**src/rtl/bram_io_ctrl.sv**
```systemverilog
// Coefficient stream-in/stream-out controller sharing one BRAM with the multiplier core.
// Optional macro BRAM_IO_RANGECHK_EN adds a sticky err output for loaded coefficients >= 3329.
module bram_io_ctrl #(
    parameter int LENBR = 255
) (
    input  logic        clk,
    input  logic        rst,
    input  logic        load_start,
    input  logic        unload_start,
    output logic        busy,
    output logic        done,
    input  logic        s_valid,
    input  logic [11:0] s_data,
    output logic        s_ready,
    output logic        m_valid,
    output logic [11:0] m_data,
    output logic        m_last,
    input  logic        m_ready,
    input  logic        core_wen,
    input  logic [7:0]  core_waddr,
    input  logic [11:0] core_din,
    input  logic [7:0]  core_raddr,
    output logic [11:0] core_dout,
    output logic        bram_wen,
    output logic [7:0]  bram_waddr,
    output logic [11:0] bram_din,
    output logic [7:0]  bram_raddr,
    input  logic [11:0] bram_dout
`ifdef BRAM_IO_RANGECHK_EN
    ,
    output logic        err
`endif
);
    localparam logic [7:0] LAST = 8'(LENBR);

    typedef enum logic [1:0] {IDLE, LOAD, UNLOAD} state_t;
    state_t state;

    logic [7:0]  wcnt, rcnt;
    logic        rd_done, inflight, inflight_last;
    logic [1:0]  fcnt;
    logic [11:0] fd0, fd1;
    logic        fl0, fl1;
    logic        wr_beat, pop, push, issue;
    logic [2:0]  credit;

    assign busy      = (state != IDLE);
    assign s_ready   = (state == LOAD);
    assign m_valid   = (fcnt != 2'd0);
    assign m_data    = fd0;
    assign m_last    = fl0 && m_valid;
    assign core_dout = bram_dout;

    assign wr_beat = (state == LOAD) && s_valid;
    assign pop     = m_valid && m_ready;
    assign push    = inflight;
    // Outstanding read plus queued entries must leave room once this cycle's pop is taken.
    assign credit  = 3'(fcnt) + 3'(inflight) - 3'(pop);
    assign issue   = (state == UNLOAD) && !rd_done && (credit < 3'd2);

    always_comb begin
        bram_wen   = 1'b0;
        bram_waddr = wcnt;
        bram_din   = s_data;
        bram_raddr = rcnt;
        if (state == IDLE) begin
            bram_wen   = core_wen;
            bram_waddr = core_waddr;
            bram_din   = core_din;
            bram_raddr = core_raddr;
        end else if (state == LOAD) begin
            // Gate with rst so the cycle that aborts a load writes nothing.
            bram_wen   = s_valid && !rst;
        end
    end

    always_ff @(posedge clk) begin
        if (rst) begin
            state         <= IDLE;
            wcnt          <= 8'd0;
            rcnt          <= 8'd0;
            rd_done       <= 1'b0;
            inflight      <= 1'b0;
            inflight_last <= 1'b0;
            fcnt          <= 2'd0;
            fd0           <= 12'd0;
            fd1           <= 12'd0;
            fl0           <= 1'b0;
            fl1           <= 1'b0;
            done          <= 1'b0;
        end else begin
            done          <= 1'b0;
            inflight      <= issue;
            inflight_last <= issue && (rcnt == LAST);

            // Two-entry shift FIFO, head in slot 0.
            case ({push, pop})
                2'b10: begin
                    if (fcnt == 2'd0) begin
                        fd0 <= bram_dout; fl0 <= inflight_last;
                    end else begin
                        fd1 <= bram_dout; fl1 <= inflight_last;
                    end
                end
                2'b01: begin
                    fd0 <= fd1; fl0 <= fl1;
                end
                2'b11: begin
                    if (fcnt == 2'd1) begin
                        fd0 <= bram_dout; fl0 <= inflight_last;
                    end else begin
                        fd0 <= fd1;       fl0 <= fl1;
                        fd1 <= bram_dout; fl1 <= inflight_last;
                    end
                end
                default: ;
            endcase
            fcnt <= fcnt + 2'(push) - 2'(pop);

            case (state)
                IDLE: begin
                    if (load_start) begin
                        state <= LOAD;
                        wcnt  <= 8'd0;
                    end else if (unload_start) begin
                        state   <= UNLOAD;
                        rcnt    <= 8'd0;
                        rd_done <= 1'b0;
                    end
                end
                LOAD: begin
                    if (wr_beat) begin
                        if (wcnt == LAST) begin
                            state <= IDLE;
                            done  <= 1'b1;
                            wcnt  <= 8'd0;
                        end else begin
                            wcnt <= wcnt + 8'd1;
                        end
                    end
                end
                UNLOAD: begin
                    if (issue) begin
                        if (rcnt == LAST) begin
                            rd_done <= 1'b1;
                            rcnt    <= 8'd0;
                        end else begin
                            rcnt <= rcnt + 8'd1;
                        end
                    end
                    if (pop && m_last) begin
                        state   <= IDLE;
                        done    <= 1'b1;
                        rd_done <= 1'b0;
                    end
                end
                default: state <= IDLE;
            endcase
        end
    end

`ifdef BRAM_IO_RANGECHK_EN
    always_ff @(posedge clk) begin
        if (rst)
            err <= 1'b0;
        else if (state == IDLE && load_start)
            err <= 1'b0;
        else if (wr_beat && s_data >= 12'd3329)
            err <= 1'b1;
    end
`endif

endmodule

```
**config.mk**
```make
export PLATFORM = sky130hd
export DESIGN_NAME = bram_io_ctrl
export DESIGN_NICKNAME = d
export VERILOG_FILES = /design/src/rtl/bram_io_ctrl.sv
export SDC_FILE = /design/constraint.sdc
export NUM_CORES = 1
export LEC_CHECK = 0
export CORE_ASPECT_RATIO = 1.2
export CORE_MARGIN = 10
export CORE_UTILIZATION = 57
export CTS_CLUSTER_SIZE = 8
export DETAILED_ROUTE_END_ITERATION = 16
export DONT_BUFFER_PORTS = 1
export PLACE_DENSITY = 0.87
export SYNTH_ARGS = -nofsm -noshare
export SYNTH_HDL_FRONTEND = slang
export SYNTH_SLANG_ARGS = --single-unit
```
**constraint.sdc**
```tcl
create_clock -name clk -period 2.4 [get_ports clk]
set_input_delay 0.12 -clock clk [delete_from_list [all_inputs] [get_ports clk]]
set_output_delay 0.12 -clock clk [all_outputs]
set_load 0.1 [all_outputs]
```
==> results.txt <==
The portion of total power attributed to the clock network is 13.6%, and the sum of routed wire segments on met1 is 2920 µm. The net switching power figure was 0.00200 W. The tools report the largest buffer count on any clock path as 2.

The net total in the final layout came out at 417. The fraction of power spent switching nets came out at 51.2%. The worst clock skew on the final layout came out at 0.00731 ns.

The run gives 0 as the initial antenna violation count. The clock transition at the registers of the reported paths came out at 0.10 ns. The worst register-to-register path begins at fcnt[0]. Data on the critical path is required at its endpoint by 2.59 ns. Across the VDD grid, the largest voltage drop is 0.959 mV. The count of clock tree sinks was 50; the overall track demand over capacity in global routing was 18.9%. The run gives 8150 µm² as the floorplan die area. The share of the cycle needed by the critical path after routing works out to 102%. Ratio of cells with drive above 1 in the final layout: 34.4%. The mean number of vias per cell came out at 6.09. Leakage power total: 1.62 nW. 117 I/O pins were placed. Summed over all nets, wire length on met2 after detailed routing comes to 4550 µm.

For this run, the register share of the synthesized area comes to 35.6%. Yosys attributes the largest share of cell area to dfxtp_1, mux2_2, mux2i_1. The achievable clock frequency was 409 MHz; the overall die height was 96.9 µm.

In this run the remaining antenna-violating nets after routing total 0. The count of cell types in the netlist was 44. The final setup slack of the worst path came out at -0.0462 ns.

Walking the worst path, the cells encountered are inv_2 > nand3_2 > o21ai_2 > ha_2 > fa_2 > xnor2_2 > o31a_1 > buf_4 > buf_4 > a211oi_1 > o32ai_1. The number of nets handed over by synthesis was 364. Cell internal power was estimated by the tool at 0.00191 W.

For the pin with the worst max-slew slack, the measured transition is 0.937 ns. The tools report the global placer's final weighted congestion as 0.888. STA classifies the critical path endpoint as a register. In this run the horizontal extent of the chip is 84.1 µm.

0 antenna diodes ended up in the layout. For the share of the core filled with cells, the log shows 82.0%. Timing analysis after detailed placement gives a worst setup slack of -0.0992 ns. Entering global routing, the biggest net connects 43 pins. The max-capacitance violation count was 0. The run finished, with violations left. The cell area after synthesis is 2810 µm².

Combinational share of power: 62.8%. The wire length reported by the detailed router came out at 8270 µm. Detailed placement ended at an HPWL of 6040 µm.

The first-pass GRT wire length came out at 13100 µm. Across the whole layout, storage elements account for 1000 µm². STA classifies the critical path startpoint as a register. The largest incremental delay on the critical path was 0.39 ns; the insertion delay of the later-clocked pin in the worst-skew pair was 0.30 ns. TritonCTS built the clock tree. Synthesis-to-finish area growth: 37.0%.

In the synthesized netlist the dominant register cell turns out to be dfxtp_1. The run gives 410 as the post-layout instance count excluding filler cells. The number of enable-type register cells in the synthesized netlist works out to 0. For the design area, the log shows 3850 µm².

The cell total after placement came out at 383. Summing over every cut layer, the via total after detailed routing is 2497. Counting every instance in the synthesized netlist gives 298. The floorplan has 27 rows. For the area used by multi-input combinational logic, the log shows 1680 µm². The number of remaining DRC errors came out at 0.

The clock tree synthesis step divided the H-tree into 2 levels. The post-placement cell area is 3510 µm². The total of fill cells in the finished design came out at 249. By instance count, the leading cell after synthesis is dfxtp_1.

Setup repair after global routing could not meet its margin everywhere. For this run, the number of Yosys warnings is 0. The checks that failed: negative setup slack.

The routed design uses 569 µm of met3 wire. TritonCTS buffer count: 5. The area of the placeable core was 4700 µm².

The signal arrival time at the worst endpoint was 2.63 ns. In this run the worst path has a maximum fanout of 8. Before antenna repair, the detailed router went through 4 iterations. For the total power draw, the log shows 0.00391 W. Number of flip-flops and latches in the synthesized netlist: 50. The final hold violation count was 0; the area share of the leading cell type in the synthesized netlist was 35.6%. During placement, the flow inserted port buffers numbering 0. The standard cell with the maximum stage delay on the critical path is o31a_1. Of all flip-flops after synthesis, the portion carrying an async set or reset was 0%.

After detailed routing, the average wire length per cell comes to 20.2 µm. In this run the tightest slew margin relative to its limit is 37.4%. Worst hold-check path type: in2reg. By startpoint and endpoint, the worst setup path is classified as reg2reg. For the total grt overflow, the log shows 0. The tools report the origin of the worst setup path as fcnt[0]. The number of setup violations in the final report was 3; the synthesized area divided by synthesized cell count was 9.43 µm². The cell type with the largest total area after synthesis is dfxtp_1. Sequential share of power: 23.6%. After detailed routing, no signal wire sits above met4. The worst hold path begins at rst.

In this run the power density over the cells is 1020 nW/µm². The tools report the clock tree root driver cell as clkbuf_8. Sorting the synthesized cells by how often they occur yields dfxtp_1, nor2_1, mux2_2, mux2i_1, a211oi_1. The max-slew violation count is 0. For the initial core utilization, the log shows 59.8%. The time the final worst path needs with I/O delays and setup is 2.45 ns. The run gives 2545 as the number of global-route vias before repair. The most frequent cell on the critical path is buf_4. After the first detailed-routing iteration, the DRC count stood at 142.
## cells in the final DEF (no fill, tap or decap), types with 7 or more instances in the layout
| cell | instances |
|---|---|
| dfxtp_1 | 49 |
| nor2_1 | 35 |
| buf_4 | 32 |
| mux2_2 | 29 |
| buf_12 | 29 |
| mux2i_1 | 27 |
| a211oi_1 | 15 |
| dlygate4sd3_1 | 14 |
| nand2_1 | 9 |
| xnor2_1 | 7 |
| o31ai_1 | 7 |
## layer usage
| layer | vias to the layer above | GRT usage (%) |
|---|---|---|
| li1 | 1185 | - |
| met1 | 1187 | 19.0 |
| met2 | 106 | 34.9 |
| met3 | 19 | 5.19 |
| met4 | 0 | 8.09 |
| met5 | - | 0 |
## sequential cells by signal, summed over array words and instances, names as in the netlist, 2 cells and up
register,cells
wcnt,8
state,2
fcnt,2
m_data,12
fd1,12
rcnt,8
## logic make-up after synthesis
logic type | Yosys count | synth area share [%]
mux | 56 | 21.2
simple gates | 88 | 15.7
compound gates | 52 | 13.9
buf+inv | 37 | 7.71
flops | 50 | 35.6
xor+xnor | 8 | 2.49
fa+ha+maj | 7 | 3.39
## through the flow
stage	TNS (ns)	hold slack [ns]
floorplan	0	0.264
global placement	0	0.192
detailed placement	-0.328	0.195
CTS	0	0.0199
global route	-0.689	0.0387
finish	-0.0633	0.0247
## path summary, 6_finish.rpt
| kind | endpoint | slack (ns) | cells past startpoint |
|---|---|---|---|
| setup / recovery | rcnt[6] | -0.05 | 11 |
| setup reg to reg | rcnt[6] | -0.05 | 11 |
| hold / removal | inflight_last | 0.02 | 2 |
| hold reg to reg | fd1[4] | 0.50 | 2 |
## power groups by stage
stage / clock (W) / sequential, W / combinational (W)
after floorplan: 0 / 0.00116 / 0.00158
after CTS: 0.000529 / 0.000923 / 0.00245
after global routing: 0.000558 / 0.000931 / 0.00254
after global placement: 0 / 0.000936 / 0.00236
final: 0.000532 / 0.000924 / 0.00246
after detailed placement: 0 / 0.000942 / 0.00240
## worst max-delay path, delay by kind of cell, from the launching register on
kind	cells	cell delay (ns)
AOI/OAI and AO/OA	4	0.87
adders and majority gates	2	0.54
DFF	1	0.35
buffers and inverters	3	0.34
xor gates and xnor gates	1	0.15
and+or+nand+nor	1	0.08
## repair_timing
action / 4_1_cts / 5_1_grt
hold buffers: 15 / 0
buffers inserted: 2 / 2
hold endpoints to repair: 41 / 0
resized for setup: 7 / 5
pin swaps: 5 / 4
setup endpoints to repair: 6 / 6
## cell type report
type	count	share of cell area [%]
tap	58	1.89
clock buffer	6	2.15
clock inverter	2	0.423
timing repair buffer	76	25.3
multi-input combinational	211	43.6
sequential	50	26.0
inverter	7	0.683
(Power assumes the default switching activity.)
